[src/rtl/proc_burst_master_if.sv]
// Signal bundle between the CPU, the burst master and the multiplexed main bus.
// master: the burst master's view; slave: the CPU/memory side.
interface proc_burst_master_if #(
  parameter int DATA_W    = 16,
  parameter int PAGE_W    = 4,
  parameter int OFFS_W    = 12,
  parameter int MAX_BURST = 8
);
  localparam int ADDR_W = PAGE_W + OFFS_W;
  localparam int LEN_W  = (MAX_BURST > 1) ? $clog2(MAX_BURST) : 1;

  logic              cpu_req;
  logic              cpu_rw;
  logic [ADDR_W-1:0] cpu_addr;
  logic [LEN_W-1:0]  cpu_len;
  logic [DATA_W-1:0] cpu_wdata;
  logic              cpu_wdata_ack;
  logic [DATA_W-1:0] cpu_rdata;
  logic              cpu_rvalid;
  logic              cpu_busy;
  logic              cpu_done;
  logic              cpu_err;
  logic [DATA_W-1:0] bus_ad_out;
  logic              bus_ad_oe;
  logic              bus_as;
  logic              bus_rw;
  logic [DATA_W-1:0] bus_ad_in;
  logic              bus_rdy;

  modport master (
    input  cpu_req, cpu_rw, cpu_addr, cpu_len, cpu_wdata, bus_ad_in, bus_rdy,
    output cpu_wdata_ack, cpu_rdata, cpu_rvalid, cpu_busy, cpu_done, cpu_err,
           bus_ad_out, bus_ad_oe, bus_as, bus_rw
  );

  modport slave (
    output cpu_req, cpu_rw, cpu_addr, cpu_len, cpu_wdata, bus_ad_in, bus_rdy,
    input  cpu_wdata_ack, cpu_rdata, cpu_rvalid, cpu_busy, cpu_done, cpu_err,
           bus_ad_out, bus_ad_oe, bus_as, bus_rw
  );
endinterface

[src/rtl/proc_burst_master.sv]
// Burst master: CPU req/busy handshake to a multiplexed address/data bus with page re-addressing.
// Define PROC_BURST_TIMEOUT_EN to abort requests after TIMEOUT_CYC consecutive wait states.
module proc_burst_master #(
  parameter int DATA_W      = 16,
  parameter int PAGE_W      = 4,
  parameter int OFFS_W      = 12,
  parameter int MAX_BURST   = 8,
  parameter int TIMEOUT_CYC = 64
) (
  input logic                 i_clk,
  input logic                 i_reset,
  proc_burst_master_if.master bif
);
  localparam int ADDR_W = PAGE_W + OFFS_W;
  localparam int LEN_W  = (MAX_BURST > 1) ? $clog2(MAX_BURST) : 1;

  typedef enum logic [2:0] {S_IDLE, S_ADDR, S_WDATA, S_RDATA, S_TURN} state_t;

  state_t            r_state, w_next;
  logic [ADDR_W-1:0] r_addr;
  logic              r_rw;
  logic [LEN_W:0]    r_remain;
  logic [DATA_W-1:0] r_rdata;
  logic              r_rvalid;

  logic [ADDR_W-1:0] w_addr_inc;
  logic              w_data_st, w_beat, w_last, w_wrap, w_abort;

  assign w_addr_inc = r_addr + ADDR_W'(1);
  assign w_wrap     = (w_addr_inc[OFFS_W-1:0] == '0);
  assign w_last     = (r_remain == (LEN_W+1)'(1));
  assign w_data_st  = (r_state == S_WDATA) || (r_state == S_RDATA);
  assign w_beat     = w_data_st && bif.bus_rdy;

`ifdef PROC_BURST_TIMEOUT_EN
  localparam int WAIT_W = $clog2(TIMEOUT_CYC + 1);
  logic [WAIT_W-1:0] r_wait;
  logic              r_abort;

  assign w_abort = w_data_st && !bif.bus_rdy && (r_wait == WAIT_W'(TIMEOUT_CYC - 1));

  always_ff @(posedge i_clk or posedge i_reset) begin
    if (i_reset) begin
      r_wait  <= '0;
      r_abort <= 1'b0;
    end else begin
      // ADDR always precedes a data state, so clearing there covers data-state entry
      if (r_state == S_ADDR || w_beat)
        r_wait <= '0;
      else if (w_data_st)
        r_wait <= r_wait + WAIT_W'(1);
      if (w_abort)
        r_abort <= 1'b1;
      else if (r_state == S_TURN)
        r_abort <= 1'b0;
    end
  end

  assign bif.cpu_err = r_abort && (r_state == S_TURN);
`else
  logic w_unused_tmo;
  assign w_unused_tmo = (TIMEOUT_CYC != 0);
  assign w_abort      = 1'b0;
  assign bif.cpu_err  = 1'b0;
`endif

  always_ff @(posedge i_clk or posedge i_reset) begin
    if (i_reset) begin
      r_state  <= S_IDLE;
      r_addr   <= '0;
      r_rw     <= 1'b0;
      r_remain <= '0;
      r_rdata  <= '0;
      r_rvalid <= 1'b0;
    end else begin
      r_state  <= w_next;
      r_rvalid <= w_beat && (r_state == S_RDATA);
      if (r_state == S_IDLE && bif.cpu_req) begin
        r_addr   <= bif.cpu_addr;
        r_rw     <= bif.cpu_rw;
        r_remain <= (LEN_W+1)'(bif.cpu_len) + (LEN_W+1)'(1);
      end else if (w_beat) begin
        r_addr   <= w_addr_inc;
        r_remain <= r_remain - (LEN_W+1)'(1);
        if (r_state == S_RDATA)
          r_rdata <= bif.bus_ad_in;
      end
    end
  end

  always_comb begin
    w_next = r_state;
    unique case (r_state)
      S_IDLE:  if (bif.cpu_req) w_next = S_ADDR;
      S_ADDR:  w_next = r_rw ? S_RDATA : S_WDATA;
      S_WDATA,
      S_RDATA: begin
        if (w_abort)
          w_next = S_TURN;
        else if (w_beat) begin
          if (w_last)
            w_next = S_TURN;
          else if (w_wrap)
            w_next = S_ADDR;   // page crossing: re-issue the address phase
        end
      end
      S_TURN:  w_next = S_IDLE;
      default: w_next = S_IDLE;
    endcase
  end

  always_comb begin
    bif.bus_ad_out    = '0;
    bif.bus_ad_oe     = 1'b0;
    bif.bus_as        = 1'b0;
    bif.cpu_wdata_ack = 1'b0;
    case (r_state)
      S_ADDR: begin
        bif.bus_as     = 1'b1;
        bif.bus_ad_oe  = 1'b1;
        bif.bus_ad_out = DATA_W'(r_addr);
      end
      S_WDATA: begin
        bif.bus_ad_oe     = 1'b1;
        bif.bus_ad_out    = bif.cpu_wdata;
        bif.cpu_wdata_ack = bif.bus_rdy;
      end
      default: ;
    endcase
  end

  assign bif.cpu_busy   = (r_state != S_IDLE);
  assign bif.cpu_done   = (r_state == S_TURN);
  assign bif.bus_rw     = bif.cpu_busy && r_rw;
  assign bif.cpu_rdata  = r_rdata;
  assign bif.cpu_rvalid = r_rvalid;
endmodule

[src/flat_wrapper.sv]
// flat-port wrapper written by rule: the top's interface ports become plain ports
module proc_burst_master_flat 
#(
  parameter int DATA_W      = 16,
  parameter int PAGE_W      = 4,
  parameter int OFFS_W      = 12,
  parameter int MAX_BURST   = 8,
  parameter int TIMEOUT_CYC = 64
)
  (i_clk, i_reset, bif_cpu_req, bif_cpu_rw, bif_cpu_addr, bif_cpu_len, bif_cpu_wdata, bif_bus_ad_in, bif_bus_rdy, bif_cpu_wdata_ack, bif_cpu_rdata, bif_cpu_rvalid, bif_cpu_busy, bif_cpu_done, bif_cpu_err, bif_bus_ad_out, bif_bus_ad_oe, bif_bus_as, bif_bus_rw);
  proc_burst_master_if #(.DATA_W(DATA_W), .PAGE_W(PAGE_W), .OFFS_W(OFFS_W), .MAX_BURST(MAX_BURST)) bif_i ();
  input logic i_clk;
  input logic i_reset;
  input wire logic [$bits(bif_i.cpu_req)-1:0] bif_cpu_req;
  input wire logic [$bits(bif_i.cpu_rw)-1:0] bif_cpu_rw;
  input wire logic [$bits(bif_i.cpu_addr)-1:0] bif_cpu_addr;
  input wire logic [$bits(bif_i.cpu_len)-1:0] bif_cpu_len;
  input wire logic [$bits(bif_i.cpu_wdata)-1:0] bif_cpu_wdata;
  input wire logic [$bits(bif_i.bus_ad_in)-1:0] bif_bus_ad_in;
  input wire logic [$bits(bif_i.bus_rdy)-1:0] bif_bus_rdy;
  output wire logic [$bits(bif_i.cpu_wdata_ack)-1:0] bif_cpu_wdata_ack;
  output wire logic [$bits(bif_i.cpu_rdata)-1:0] bif_cpu_rdata;
  output wire logic [$bits(bif_i.cpu_rvalid)-1:0] bif_cpu_rvalid;
  output wire logic [$bits(bif_i.cpu_busy)-1:0] bif_cpu_busy;
  output wire logic [$bits(bif_i.cpu_done)-1:0] bif_cpu_done;
  output wire logic [$bits(bif_i.cpu_err)-1:0] bif_cpu_err;
  output wire logic [$bits(bif_i.bus_ad_out)-1:0] bif_bus_ad_out;
  output wire logic [$bits(bif_i.bus_ad_oe)-1:0] bif_bus_ad_oe;
  output wire logic [$bits(bif_i.bus_as)-1:0] bif_bus_as;
  output wire logic [$bits(bif_i.bus_rw)-1:0] bif_bus_rw;
  assign bif_i.cpu_req = bif_cpu_req;
  assign bif_i.cpu_rw = bif_cpu_rw;
  assign bif_i.cpu_addr = bif_cpu_addr;
  assign bif_i.cpu_len = bif_cpu_len;
  assign bif_i.cpu_wdata = bif_cpu_wdata;
  assign bif_i.bus_ad_in = bif_bus_ad_in;
  assign bif_i.bus_rdy = bif_bus_rdy;
  assign bif_cpu_wdata_ack = bif_i.cpu_wdata_ack;
  assign bif_cpu_rdata = bif_i.cpu_rdata;
  assign bif_cpu_rvalid = bif_i.cpu_rvalid;
  assign bif_cpu_busy = bif_i.cpu_busy;
  assign bif_cpu_done = bif_i.cpu_done;
  assign bif_cpu_err = bif_i.cpu_err;
  assign bif_bus_ad_out = bif_i.bus_ad_out;
  assign bif_bus_ad_oe = bif_i.bus_ad_oe;
  assign bif_bus_as = bif_i.bus_as;
  assign bif_bus_rw = bif_i.bus_rw;
  proc_burst_master #(.DATA_W(DATA_W), .PAGE_W(PAGE_W), .OFFS_W(OFFS_W), .MAX_BURST(MAX_BURST), .TIMEOUT_CYC(TIMEOUT_CYC)) u_core (.i_clk(i_clk), .i_reset(i_reset), .bif(bif_i));
endmodule
[config.mk]
export PLATFORM = sky130hd
export DESIGN_NAME = proc_burst_master_flat
export DESIGN_NICKNAME = d
export VERILOG_FILES = /design/src/rtl/proc_burst_master_if.sv /design/src/rtl/proc_burst_master.sv /design/src/flat_wrapper.sv
export SDC_FILE = /design/constraint.sdc
export NUM_CORES = 1
export LEC_CHECK = 0
export ABC_CLOCK_PERIOD_IN_PS = 1950
export BUFFER_PORTS_ARGS = -buffer_cell sky130_fd_sc_hd__buf_2
export CAP_MARGIN = 10
export CORE_UTILIZATION = 49
export DETAILED_ROUTE_END_ITERATION = 7
export PLACE_DENSITY = 0.82
export SETUP_SLACK_MARGIN = 0.15
export SLEW_MARGIN = 20
export SYNTH_ARGS = -nofsm -noshare
export SYNTH_HDL_FRONTEND = slang
export SYNTH_SLANG_ARGS = --single-unit
export TNS_END_PERCENT = 20
[constraint.sdc]
create_clock -name i_clk -period 1.95 [get_ports i_clk]
set_clock_uncertainty 0.1 [all_clocks]
set_input_delay 0.2925 -clock i_clk [delete_from_list [all_inputs] [get_ports i_clk]]
set_output_delay 0.2925 -clock i_clk [all_outputs]
set_load 0.02 [all_outputs]
# Word-level counts from Yosys, hierarchy flattened
# Cells that the tools add are included.
dict set report totals {
  register_bits 41
  in_bits 56
  out_inout_bits 40
  wordCells 45
}
dict set report classes {
  add_sub_neg 3
  eq_ne 8
  n_mux 14
  bitwise_logic 1
  n_reduce_logical 13
}
# op count
set ops {}
lappend ops {{16-bit two-way mux} 2}
lappend ops {{16-bit case mux with 2 select lines} 1}
lappend ops {{16-bit by 1-bit adder with 16-bit output (second input constant)} 1}
lappend ops {{12-bit logical NOT} 1}
lappend ops {{3-bit two-way mux} 4}
lappend ops {{3-bit case mux with 3 select lines} 1}
lappend ops {{4-bit two-way mux} 2}
lappend ops {{3-bit by 2-bit == test with 1-bit output (second input constant)} 2}
lappend ops {{3-bit AND reduction} 2}
lappend ops {{3-bit by 1-bit adder with 4-bit output (second input constant)} 1}
lappend ops {{4-bit by 1-bit == test with 1-bit output (second input constant)} 1}
lappend ops {{1-bit logical AND} 4}
lappend ops {{1-bit two-way mux} 4}
lappend ops {{2-bit OR reduction} 2}
lappend ops {{4-bit by 1-bit subtractor with 4-bit output (second input constant)} 1}
lappend ops {{3-bit by 1-bit == test with 1-bit output (second input constant)} 1}
lappend ops {{3-bit == test (second input constant)} 1}
lappend ops {{3-bit logical NOT} 1}
lappend ops {{3-bit by 1-bit inequality test with 1-bit output (second input constant)} 1}
lappend ops {{3-bit nonzero test} 1}
lappend ops {{2-bit by 1-bit inequality test with 1-bit output (second input constant)} 1}
lappend ops {{2-bit inequality test (second input constant)} 1}
lappend ops {{2-bit nonzero test} 1}
lappend ops {{1-bit logical OR} 1}
lappend ops {{1-bit inverter} 1}

# Logic depth before layout (Yosys ltp)
dict set report depth {
  depth_word 6
  ltp_mapped 8
  mapped_depth_nobuf 7
}

# Least setup slack after synthesis
# Ideal clock, no wire load.
dict set report synth_timing {
  kind {register to output}
  start {register u_core.r_state[1]}
  end {output port bif_bus_ad_out[0]}
  arrival_time_ns 1.644
  required_ns 1.558
  slack_ns -0.087
  path_stages_with_launch 5
  path_buffers 2
  path_cell_list {dfrtp_1 -> buf_2 -> nor3b_2 -> clkbuf_1 -> a22o_1}
}
dict set report synth_via {
  elab_chain_cells 2
  elab_cells_between_ends 3
  classes_between {eq/ne: 2; mux: 1}
}
# element line_no
set synth_lines {}
lappend synth_lines {{from (decl)} proc_burst_master.sv:19} ;# state_t r_state, w_next;
lappend synth_lines {{from (signal assigned)} proc_burst_master.sv:76} ;# r_state <= w_next;
lappend synth_lines {{3-bit by 2-bit == test with 1-bit output or 3-bit by 1-bit == test with 1-bit output (tied branches)} proc_burst_master.sv:117} ;# case (r_state)
lappend synth_lines {{16-bit case mux with 2 select lines (*)} proc_burst_master.sv:117}
lappend synth_lines {{to (decl)} flat_wrapper.sv:27} ;# output wire logic [$bits(bif_i.bus_ad_out)-1:0] bif_bus_ad_out;
# Every way passes the cells marked *; elsewhere a longest branch is shown, timed or not.

# Worst setup path after layout
dict set report layout_timing {
  start {register u_core.r_state[1]}
  end {output port bif_bus_ad_out[3]}
}
# The elaborated chain is that of the path after synthesis.

==> metrics <==
outcome finished with violations; failing checks negative setup slack; Worst path most repeated cell buf_6; post-synthesis sequential area ratio a little over two fifths; NetSw 2210 uW; Cell Chain, Critical Path buf_6 -> nor3b_4 -> buf_6 -> a22o_1 -> buf_6; share of cells above drive strength 1 49.1%; initial antenna violation count 0; final worst slack -0.0128 ns; cell family with the largest share of critical-path delay buffers and inverters; Synth area leaders dfrtp_1, mux2_2, a22o_1, nand2_1, o21ai_0; Synth Cell Area 2400 sq um; Horiz. Die Dim 72.1 um; Core ar. 4720 sq um; final layout net count 413; sequential share of power 30.3%; most frequent cells in the layout buf_2, dfrtp_1, nand2_1; number of synthesis warnings 0; placed cell areas 3040 sq um; CTS buffer count 5; vias in the first global route 2163; Layout area overhead 41.2%; H-tree depth 2; Pins Over Slew Limit 0; CTS tree done; top cell type's share of synthesized area 42.7%; Main synth FF type dfrtp_1; Yosys top cell by area dfrtp_1; max-cap viol count 0; GRT Total Usage 25.3%; hold_ws 0.0179 ns; fin crit share 101%; Clock Path Buffers 2; initial detailed-routing violation count 196; Mapped Cells 246; Initial Utilization 50.9%; vias per std cell 5.57; clk root buf clkbuf_8; Least-Margin Pin Slew 0.508 ns; Clk Latency, worst-skew pair approximately 0.30 ns; Pleak 0.00163 uW; Ports 96; Post-synth EDFFs 0; drt pass-1 iters 5; Chip Height 72.1 um; Worst VDD drop 644 uV; clock share of power 12.5%; # fillers roughly 340; Internal 3080 uW; Finished Core Util 71.9%; HP Class primary input to asynchronous set/reset pin; count of cell types in the netlist between 50 and 60; DRC 0; Final Hold Vio Count 0; Routed Antenna Nets 0; Crit. End Element primary output; required time worst endpoint around 1.6 ns; power per cell area 1560 nW/um^2; Clock Sinks 41; Mean Syn Cell Area 9.78 sq um; Finish-stage setup viols 12; worst stage delay on the critical path 0.43 ns; post-route cell area 3390 sq um; site row count 25; power share of the combinational group 57.2%; min Tclk post-route 1.96 ns; ANT cells 0; largest net degree at the start of global routing 42; DR vias 2334; grt ovf 0; CP Class register to primary output; commonest non-fill, non-tap cell in the layout buf_2; Achievable Freq about 510 MHz; ys async rst share 100%; Slowest cell on crit path dfrtp_2; clk slew on worst S/H paths 0.08 ns; syn_nets 307; slew margin rel. 66.1%; first-pass GRT wire length 10100 um; critical-path maximum fanout 11; drt wl/cell between 15 and 20 um; WP buf/inv 3; Setup crit start kind register; cts hold-fix bufs 0; total negative slack -0.0830 ns; Sw Ratio approximately two fifths; final wirelength 6370 um; #FFs+latches synth 41; RSZ-0062 raised after global routing yes; # port buffers between 90 and 100; WP data arrival 1.57 ns; RD Place Congestion 0.869; die area ~5200 sq um; Post-DP HPWL about 4600 um
[worst paths after layout]
| path | startpoint | to | slack [ns] | cells past startpoint |
|---|---|---|---|---|
| setup / recovery | u_core.r_state[1] | bif_bus_ad_out[3] | -0.01 | 5 |
| hold reg to reg | u_core.bif.cpu_rdata[6] | u_core.bif.cpu_rdata[6] | 0.40 | 1 |
| hold / removal | i_reset | u_core.bif.cpu_rdata[11] | 0.02 | 3 |
| min in group i_clk | bif_cpu_rw | u_core.r_rw | 0.08 | 3 |
| max in group asynchronous | i_reset | u_core.r_addr[7] | 1.35 | 3 |
| setup reg to reg | u_core.r_addr[1] | u_core.r_state[1] | 0.13 | 5 |
[registers in the layout, summed over array words and instances, names as in the netlist]
register	cells
u_core.r_addr	16
u_core.r_remain	4
u_core.r_state	3
u_core.bif.cpu_rdata	16
u_core.bif.cpu_rvalid	1
u_core.r_rw	1
[per-layer routing]
metal | up-vias | GRT usage (%) | wire length (um)
li1 | 1111 | - | -
met1 | 1104 | 32.3 | 2650
met2 | 100 | 41.3 | 3240
met3 | 19 | 5.69 | 350
met4 | 0 | 11.3 | 128
met5 | - | 0 | 0
[worst min-delay path, delay by kind of cell]
| kind | cells | cell delay, ns |
|---|---|---|
| buffers and inverters | 3 | 0.57 |
[synth_stat cells (2+ instances only)]
cell	instances
nand4_1	2
dfrtp_1	41
xor2_1	7
a22oi_1	3
nand2_1	26
nand3b_1	2
nand3_1	7
clkbuf_1	7
buf_2	9
o311ai_0	3
xnor2_1	3
ha_1	5
o22ai_1	2
a21o_1	3
mux2_2	16
a21oi_1	6
inv_1	5
nor4_1	4
a221o_1	4
o21ai_0	14
o2111ai_1	2
and2_1	2
buf_4	6
a22o_1	16
nor2_1	16
nor3_1	7
nor3b_2	2
[power groups by stage]
stage	sequential [uW]	clock, uW	combinational (uW)
after floorplan	1690	0	1620
after global placement	1570	0	2540
after CTS	1590	674	2960
after detailed placement	1590	0	2590
final	1600	661	3030
after global routing	1660	715	3240
[cells by family after synthesis]
group,Yosys count,synth area share [%]
AOI/OAI and AO/OA,64,19.7
other,1,0.156
and+or+nand+nor,82,18.1
xor gates and xnor gates,10,3.64
buffers and inverters,27,5.62
muxes,16,7.49
adders and majority gates,5,2.60
DFF,41,42.7
[final cells by class]
cell class                      count  area, sq um  share of cell area [%]
Multi-Input combinational cell    178         1340                    39.6
Sequential cell                    41         1030                    30.4
Timing Repair Buffer              121          811                    23.9
Tap cell                           67         83.8                    2.47
Clock buffer                        5         68.8                    2.03
Clock inverter                      2         35.0                    1.03
Inverter                            5         18.8                   0.553
[metrics by stage]
stage	worst slack, ns	power [uW]	instances
final	-0.0128	5290	419
after detailed placement	0.0364	4170	409
after CTS	-0.00166	5230	419
after global routing	-0.0654	5620	419
after floorplan	0.154	3310	246
after global placement	0.103	4110	409
[repair_timing]
action / CTS / global route
endpoints found under the hold margin: 0 / 0
gates resized for setup: 51 / 17
cloned: 1 / 0
endpoints found under the setup margin: 39 / 37
buffers inserted: 2 / 0
pin swaps: 10 / 2
No activity file was read; power rests on OpenSTA's default activity.
